### config.mk
export PLATFORM = sky130hd
export DESIGN_NAME = text_readback
export DESIGN_NICKNAME = d
export VERILOG_FILES = /design/src/rtl/text_readback_pkg.sv /design/src/rtl/text_readback_gap_timer.sv /design/src/rtl/text_readback.sv
export SDC_FILE = /design/constraint.sdc
export NUM_CORES = 1
export LEC_CHECK = 0
export ABC_AREA = 1
export CAP_MARGIN = 20
export CORE_UTILIZATION = 30
export CTS_CLUSTER_SIZE = 12
export DETAILED_ROUTE_END_ITERATION = 10
export GPL_ROUTABILITY_DRIVEN = 0
export PLACE_DENSITY = 0.54
export RECOVER_POWER = 100
export SYNTH_ARGS = -nofsm -noshare
export SYNTH_HDL_FRONTEND = slang
export SYNTH_SLANG_ARGS = --single-unit
### constraint.sdc
create_clock -name clock -period 4.1 [get_ports clock]
set_input_delay 0.615 -clock clock [delete_from_list [all_inputs] [get_ports clock]]
set_output_delay 0.615 -clock clock [all_outputs]
set_load 0.01 [all_outputs]
### src/rtl/text_readback_pkg.sv
`default_nettype none
// ============================================================================
// Module  : text_readback_pkg
// Purpose : Shared types and constants for the text memory readback block:
//           FSM state encoding, packet byte indices, default address width
//           and a helper that picks one byte of an outgoing packet.
// Rev     : 1.0  initial release
// ============================================================================
package text_readback_pkg;

  typedef enum logic [2:0] {
    ST_IDLE      = 3'd0,
    ST_READ      = 3'd1,
    ST_LATCH     = 3'd2,
    ST_SEND_LO   = 3'd3,
    ST_SEND_HI   = 3'd4,
    ST_SEND_CHAR = 3'd5,
    ST_GAP       = 3'd6,
    ST_DONE      = 3'd7
  } state_t;

  // Byte order inside one packet, identical to the UART write path.
  localparam int PKT_ADDR_LO = 0;
  localparam int PKT_ADDR_HI = 1;
  localparam int PKT_CHAR    = 2;
  localparam int PKT_BYTES   = 3;

  localparam int DEFAULT_ADDR_WIDTH = 13;

  // Select byte 'idx' of the packet for a 16-bit zero-extended address.
  function automatic logic [7:0] pkt_byte(input logic [15:0] addr16,
                                          input logic [7:0]  ch,
                                          input int          idx);
    case (idx)
      PKT_ADDR_LO: return addr16[7:0];
      PKT_ADDR_HI: return addr16[15:8];
      default:     return ch;
    endcase
  endfunction

endpackage
`default_nettype wire

### src/rtl/text_readback_gap_timer.sv
`default_nettype none
// ============================================================================
// Module  : readback_gap_timer
// Purpose : Load / count-down timer. 'expired' is high while the count is 0.
//           Loading takes priority over counting; the count holds at 0.
// Ports   : clock, reset      - clock, synchronous active-high reset
//           load, load_value  - reload the counter
//           expired           - counter has reached zero
// Rev     : 1.0  initial release
// ============================================================================
module readback_gap_timer #(
  parameter int COUNT_WIDTH = 32
) (
  input  logic                   clock,
  input  logic                   reset,
  input  logic                   load,
  input  logic [COUNT_WIDTH-1:0] load_value,
  output logic                   expired
);

  logic [COUNT_WIDTH-1:0] count;

  always_ff @(posedge clock) begin
    if (reset) begin
      count <= '0;
    end else if (load) begin
      count <= load_value;
    end else if (count != '0) begin
      count <= count - COUNT_WIDTH'(1);
    end
  end

  assign expired = (count == '0);

endmodule
`default_nettype wire

### src/rtl/text_readback.sv
`default_nettype none
// ============================================================================
// Module  : text_readback
// Purpose : Streams characters from the text memory read port to the UART TX
//           byte interface as 3-byte packets (addr lo, addr hi, char), the
//           same format the UART write path accepts.
// Ports   : clock, reset                 - clock, synchronous active-high reset
//           start, start_address, length - request (sampled in IDLE only)
//           busy, done                   - status, done is a 1-cycle pulse
//           mem_address, mem_read,
//           mem_data                     - text memory read port (1-cycle latency)
//           tx_data, tx_valid, tx_ready  - UART TX byte handshake
// Config  : TEXT_READBACK_GAP_EN - when defined, idles GAP_CYCLES clocks
//           between packets (GAP state + readback_gap_timer).
// Rev     : 1.0  initial release
// ============================================================================
module text_readback
  import text_readback_pkg::*;
#(
  parameter int ADDR_WIDTH = DEFAULT_ADDR_WIDTH,
  parameter int GAP_CYCLES = 41_667
) (
  input  logic                  clock,
  input  logic                  reset,
  input  logic                  start,
  input  logic [ADDR_WIDTH-1:0] start_address,
  input  logic [ADDR_WIDTH:0]   length,
  output logic                  busy,
  output logic                  done,
  output logic [ADDR_WIDTH-1:0] mem_address,
  output logic                  mem_read,
  input  logic [7:0]            mem_data,
  output logic [7:0]            tx_data,
  output logic                  tx_valid,
  input  logic                  tx_ready
);

  localparam logic [ADDR_WIDTH:0] REMAINING_LAST = (ADDR_WIDTH+1)'(1);

  state_t                state;
  logic [ADDR_WIDTH-1:0] addr;
  logic [ADDR_WIDTH:0]   remaining;
  logic [7:0]            char_q;
  logic [15:0]           addr_ext;
  logic                  gap_expired;

  assign addr_ext = 16'(addr);

`ifdef TEXT_READBACK_GAP_EN
  // Timer is loaded as the last byte of a non-final packet is accepted, so the
  // GAP state lasts exactly GAP_CYCLES clocks before the next READ.
  localparam int GAP_LOAD = (GAP_CYCLES > 0) ? GAP_CYCLES - 1 : 0;
  logic gap_load;

  assign gap_load = (state == ST_SEND_CHAR) && tx_ready && (remaining != REMAINING_LAST);

  readback_gap_timer #(
    .COUNT_WIDTH (32)
  ) u_gap_timer (
    .clock      (clock),
    .reset      (reset),
    .load       (gap_load),
    .load_value (32'(GAP_LOAD)),
    .expired    (gap_expired)
  );
`else
  assign gap_expired = 1'b1;
`endif

  always_ff @(posedge clock) begin
    if (reset) begin
      state     <= ST_IDLE;
      addr      <= '0;
      remaining <= '0;
      char_q    <= '0;
    end else begin
      case (state)
        ST_IDLE: begin
          if (start) begin
            if (length == '0) begin
              state <= ST_DONE;
            end else begin
              addr      <= start_address;
              remaining <= length;
              state     <= ST_READ;
            end
          end
        end
        ST_READ:  state <= ST_LATCH;
        ST_LATCH: begin
          char_q <= mem_data;
          state  <= ST_SEND_LO;
        end
        ST_SEND_LO: if (tx_ready) state <= ST_SEND_HI;
        ST_SEND_HI: if (tx_ready) state <= ST_SEND_CHAR;
        ST_SEND_CHAR: begin
          if (tx_ready) begin
            if (remaining == REMAINING_LAST) begin
              state <= ST_DONE;
            end else begin
              remaining <= remaining - REMAINING_LAST;
              addr      <= addr + ADDR_WIDTH'(1);  // wraps modulo 2^ADDR_WIDTH
`ifdef TEXT_READBACK_GAP_EN
              state     <= ST_GAP;
`else
              state     <= ST_READ;
`endif
            end
          end
        end
`ifdef TEXT_READBACK_GAP_EN
        ST_GAP: if (gap_expired) state <= ST_READ;
`endif
        ST_DONE: state <= ST_IDLE;
        default: state <= ST_IDLE;
      endcase
    end
  end

  // Outputs decode straight from state and registers; tx_ready never reaches
  // tx_valid combinationally, and tx_data only changes on a state change.
  always_comb begin
    busy        = (state != ST_IDLE);
    done        = (state == ST_DONE);
    mem_read    = (state == ST_READ);
    mem_address = addr;
    tx_valid    = 1'b0;
    tx_data     = 8'h00;
    case (state)
      ST_SEND_LO: begin
        tx_valid = 1'b1;
        tx_data  = pkt_byte(addr_ext, char_q, PKT_ADDR_LO);
      end
      ST_SEND_HI: begin
        tx_valid = 1'b1;
        tx_data  = pkt_byte(addr_ext, char_q, PKT_ADDR_HI);
      end
      ST_SEND_CHAR: begin
        tx_valid = 1'b1;
        tx_data  = pkt_byte(addr_ext, char_q, PKT_CHAR);
      end
      default: begin
        tx_valid = 1'b0;
        tx_data  = 8'h00;
      end
    endcase
  end

  // Only consulted in the GAP build; keeps the default build free of dangling
  // signals.
  logic unused_ok;
  assign unused_ok = gap_expired;

endmodule
`default_nettype wire

== Word-level counts from Yosys, hierarchy flattened ==
Index checks and enable logic that the tools add are counted.
W data, S select, Z words.

* Register bits after elaboration: 38
* Bits in latches: 0
* Memory bits (writable): 0
* Bits in read-only memories: 0
* Input port bits: 39
* Word-level logic and storage cells: 45
* Memories: 0

* $add $sub $neg: 2
* Multipliers: 0
* Divide/modulo/power cells: 0
* $lt $le $gt $ge: 0
* Equal/unequal tests: 13
* Shift operators: 0
* Mux-type cells: 19
* Bitwise operators: 0
* Reductions and logical operators: 7

{| class="wikitable"
|+ Operators with widths
! cell !! count
|-
| $mux W14 || 4
|-
| $mux W13 || 4
|-
| $pmux W14 S2 || 1
|-
| $pmux W13 S2 || 1
|-
| $pmux W8 S3 || 1
|-
| $mux W3 || 6
|-
| $pmux W3 S6 || 1
|-
| $eq A14 B1 Y1 const B || 1
|-
| $logic_not A14 Y1 || 1
|-
| $sub A14 B1 Y14 const B || 1
|-
| $add A13 B1 Y13 const B || 1
|-
| $ne A2 B2 Y1 const B || 6
|-
| $eq A3 B3 Y1 const B || 3
|-
| $eq A3 B2 Y1 const B || 2
|-
| $reduce_and A5 Y1 || 1
|-
| $reduce_and A4 Y1 || 1
|-
| $eq A3 B1 Y1 const B || 1
|-
| $logic_not A3 Y1 || 1
|-
| $reduce_bool A3 Y1 || 1
|-
| $reduce_or A3 Y1 || 1
|-
| $reduce_bool A2 Y1 || 1
|-
| $mux W1 || 1
|}

== Logic depth before layout (Yosys ltp) ==
* Depth in word-level cells: 4
* Mapped depth: 11
* Mapped depth without buffers: 11

== Worst setup path after synthesis ==
No wires, ideal clock.

* Path kind: flip-flop to output port
* From: reg state[2]
* To: out tx_data[2]
* Arrival: 1.107 ns
* Data required time: 3.485 ns
* Slack: 2.378 ns
* Stages on the path, launching flop included: 8
* Buffers on the path: 1
* Cell sequence: dfxtp_1 inv_2 nor2_4 nand2_2 inv_1 buf_2 nand2_1 o211ai_1

* Cells in the longest elaborated chain, start to end: 2
* Elaborated cells on any way between the ends: 4

{| class="wikitable"
|+ RTL lines
! item !! line !! RTL
|-
| start, declared || text_readback.sv:40 || <nowiki>state_t state;</nowiki>
|-
| start signal, assigned || text_readback.sv:72 || <nowiki>state <= ST_IDLE;</nowiki>
|-
| start signal, assigned || text_readback.sv:81 || <nowiki>state <= ST_DONE;</nowiki>
|-
| start signal, assigned || text_readback.sv:85 || <nowiki>state <= ST_READ;</nowiki>
|-
| $eq A3 B3 Y1 or $eq A3 B2 Y1 (tied branches) || text_readback.sv:129 || <nowiki>case (state)</nowiki>
|-
| $pmux W8 S3 (*) || text_readback.sv:129 ||
|-
| end, declared || text_readback.sv:33 || <nowiki>output logic [7:0] tx_data,</nowiki>
|}

Mark *: on every way between the ends. The rest lies on a longest branch, timed or not.

== Worst setup path after layout ==
Same ends and word-level chain as after synthesis.

==> results.sh <==
export IMPL_outcome="completed"
export IMPL_grt_pass1_wl_um=13200
export IMPL_ant_nets=0
export IMPL_drv_cap=0
export IMPL_total_leakage_power_nw=1.59
export IMPL_whs_endpoint="remaining[13]"
export IMPL_setup_tns_ps=0
export IMPL_dieWidth_um=94.9
export IMPL_start_util_pct=31.2
export IMPL_min_from="remaining[13]"
export IMPL_final_cell_mix="164 x nand2_1, 65 x nor2_1, 42 x inv_1, 38 x dfxtp_1, 37 x clkdlybuf4s50_1"
export IMPL_cts_repair_resized=0
export IMPL_synth_area_per_cell_um2=5.78
export IMPL_wirelength_um=8010
export IMPL_numCtsBuffers=5
export IMPL_hold_viol=0
export IMPL_slew_headroom_pct=8.67
export IMPL_rows=33
export IMPL_max_freq_mhz=359
export IMPL_cts_reportedPaths_clkPinSlew_ps=80
export IMPL_root_buffer="clkbuf_8"
export IMPL_min_path_cells=2
export IMPL_clockBufferDepth=2
export IMPL_grt_pass1_vias=2708
export IMPL_syn_cell_area_mm2=0.00259
export IMPL_ys_seq_area_share_pct=29.4
export IMPL_antenna_found_initial=0
export IMPL_timing_rr_end="remaining[8]"
export IMPL_grt_max_degree=35
export IMPL_worstReg2RegStart="state[1]"
export IMPL_reg2reg_depth=9
export IMPL_tightest_slew_ps=1370
export IMPL_cp_required_ps=3480
export IMPL_clock_skew_ps=9.32
export IMPL_post_cts_buffers=0
export IMPL_io_pins=64
export IMPL_pre_cts_slack_ps=1680
export IMPL_path_max_fanout=13
export IMPL_yosysTopAreaCellShare_pct=29.4
export IMPL_clk_latency_ps=300
export IMPL_viasPerCell=4.88
export IMPL_htreeDepth=2
export IMPL_syn_nets=490
export IMPL_port_buffers=63
export IMPL_path_buf_inv=3
export IMPL_crit_family="buffers and inverters"
export IMPL_slowest_stage="dlygate4sd3_1"
export IMPL_worst_hold_path_type="register to register"
export IMPL_path_cells="inv_2 -> nor2_4 -> nand2_2 -> inv_1 -> nand2_1 -> o211ai_1 -> dlygate4sd3_1"
export IMPL_die_area_mm2=0.00900
export IMPL_cts_sinks=38
export IMPL_crit_arrival_ps=2170
export IMPL_rsz0062_at_grt="false"
export IMPL_synth_area_leaders="dfxtp_1 29%, nand2_1 24%, nor2_1 9.4%, nand3_1 6.8%, inv_1 6.1%"
export IMPL_drcViolationCount=0
export IMPL_syn_to_final_growth_pct=31.3
export IMPL_period_share_pct=67.9
export IMPL_mostFrequentLayoutCell="nand2_1"
export IMPL_fin_crit_ps=2780
export IMPL_ir_worst_vdd_mv=0.163
export IMPL_crit_path_end_kind="primary output"
export IMPL_syn_inst=448
export IMPL_powerDensity_mw_per_mm2=400
export IMPL_dp_hpwl_um=5750
export IMPL_fin_ws_ps=1320
export IMPL_p_total_mw=1.36
export IMPL_cts_hold_buffers=0
export IMPL_yosys_warnings=0
export IMPL_start_kind="register"
export IMPL_ys_types=29
export IMPL_core_area_mm2=0.00830
export IMPL_cts_tree="yes"
export IMPL_yosys_register_bits=38
export IMPL_vias=2988
export IMPL_setup_viol=0
export IMPL_layout_nets=548
export IMPL_wl_per_cell_um=13.1
export IMPL_grt_overflow=0
export IMPL_diodes=0
export IMPL_max_stage_delay_ps=630
export IMPL_synth_largest_area_cell="dfxtp_1"
export IMPL_detail_route_first_pass_iterations=4
export IMPL_drt_iter0_markers=162
export IMPL_fp_dieH_um=94.9
export IMPL_worstSetupPathType="register to primary output"
export IMPL_drive_gt1_share_pct=4.34
export IMPL_r2r_slack_ps=2100
export IMPL_grt_use_total_pct=18.6
export IMPL_report_final_slew_viol_count=0
[cell type report]
class,count,area (µm²)
fill,880,4900
multi-input combinational,349,1570
clock buffer,5,68.8
inverter,46,173
tap,105,131
timing repair buffer,66,649
clock inverter,3,45.0
sequential,38,761
[worst reg2reg max path, stage by stage (launching register included)]
cell      delay (ps)
dfxtp_1          460
nor2_4            80
nand2_2           70
buf_4            330
nor2_1           120
nand3b_2         170
inv_2             80
nor2_8           360
nand2_1          110
a21oi_1          140
[worst max-delay path by stage]
stage	slack (ps)	depth (start not counted)	to	start
floorplan	2380	7	tx_data[2]	state[2]
global placement	1690	7	tx_data[6]	state[2]
detailed placement	1680	7	tx_data[5]	state[2]
CTS	1340	7	tx_data[5]	state[2]
global route	1160	7	tx_data[0]	state[2]
finish	1320	7	tx_data[2]	state[2]
[registers in the layout, indices dropped and copies added, names as in the netlist]
| name | flops |
|---|---|
| char_q | 8 |
| mem_address | 13 |
| state | 3 |
| remaining | 14 |
[cell families after synthesis]
logic type                 share of synthesized area [%]
and+or+nand+nor                                     46.3
AOI/OAI and AO/OA                                   12.7
buffers and inverters                               9.91
DFF                                                 29.4
adders and majority gates                           1.45
xor gates and xnor gates                           0.338
[where the power goes]
part | internal (mW) | switching (mW) | total [mW]
Sequential | 0.431 | 0.0791 | 0.510
Combinational | 0.198 | 0.316 | 0.514
Clock | 0.181 | 0.155 | 0.337
Total | 0.810 | 0.550 | 1.36
[synth_stat cells]
master	count
nor2_4	1
clkbuf_1	7
xor2_1	1
nand4_1	6
a22oi_1	1
nand3b_1	4
nand2_1	164
o211ai_1	2
ha_1	3
dfxtp_1	38
o22ai_1	1
buf_4	2
o221ai_1	3
nand2_2	2
nor2_1	65
or2_2	1
o21bai_1	1
buf_2	4
buf_6	2
nor2_8	1
inv_2	4
nor2_2	1
nand3_1	35
inv_1	42
a21oi_1	29
o21ai_0	24
nand3_4	1
nor3_1	2
nand3b_2	1
[through the flow]
stage               area, µm²  hold WS [ps]  instances  util (%)
floorplan                2590           455        448         -
CTS                      3400           487        612      41.0
finish                   3400           488        612      41.0
global route             3400           509        612      41.0
global placement         3290           467        604      39.6
detailed placement       3290           474        604      39.6
[layer usage]
metal | part of all wire, % | routed length (µm) | track usage, % | up-vias
met5 | 0 | 0 | 0 | -
met4 | 1.7 | 138 | 5.68 | 0
met3 | 5.4 | 436 | 3.22 | 11
met2 | 43 | 3450 | 28.4 | 100
met1 | 50 | 3980 | 26.5 | 1341
li1 | - | - | - | 1536
Note: power is estimated with default switching activity, not from simulation.
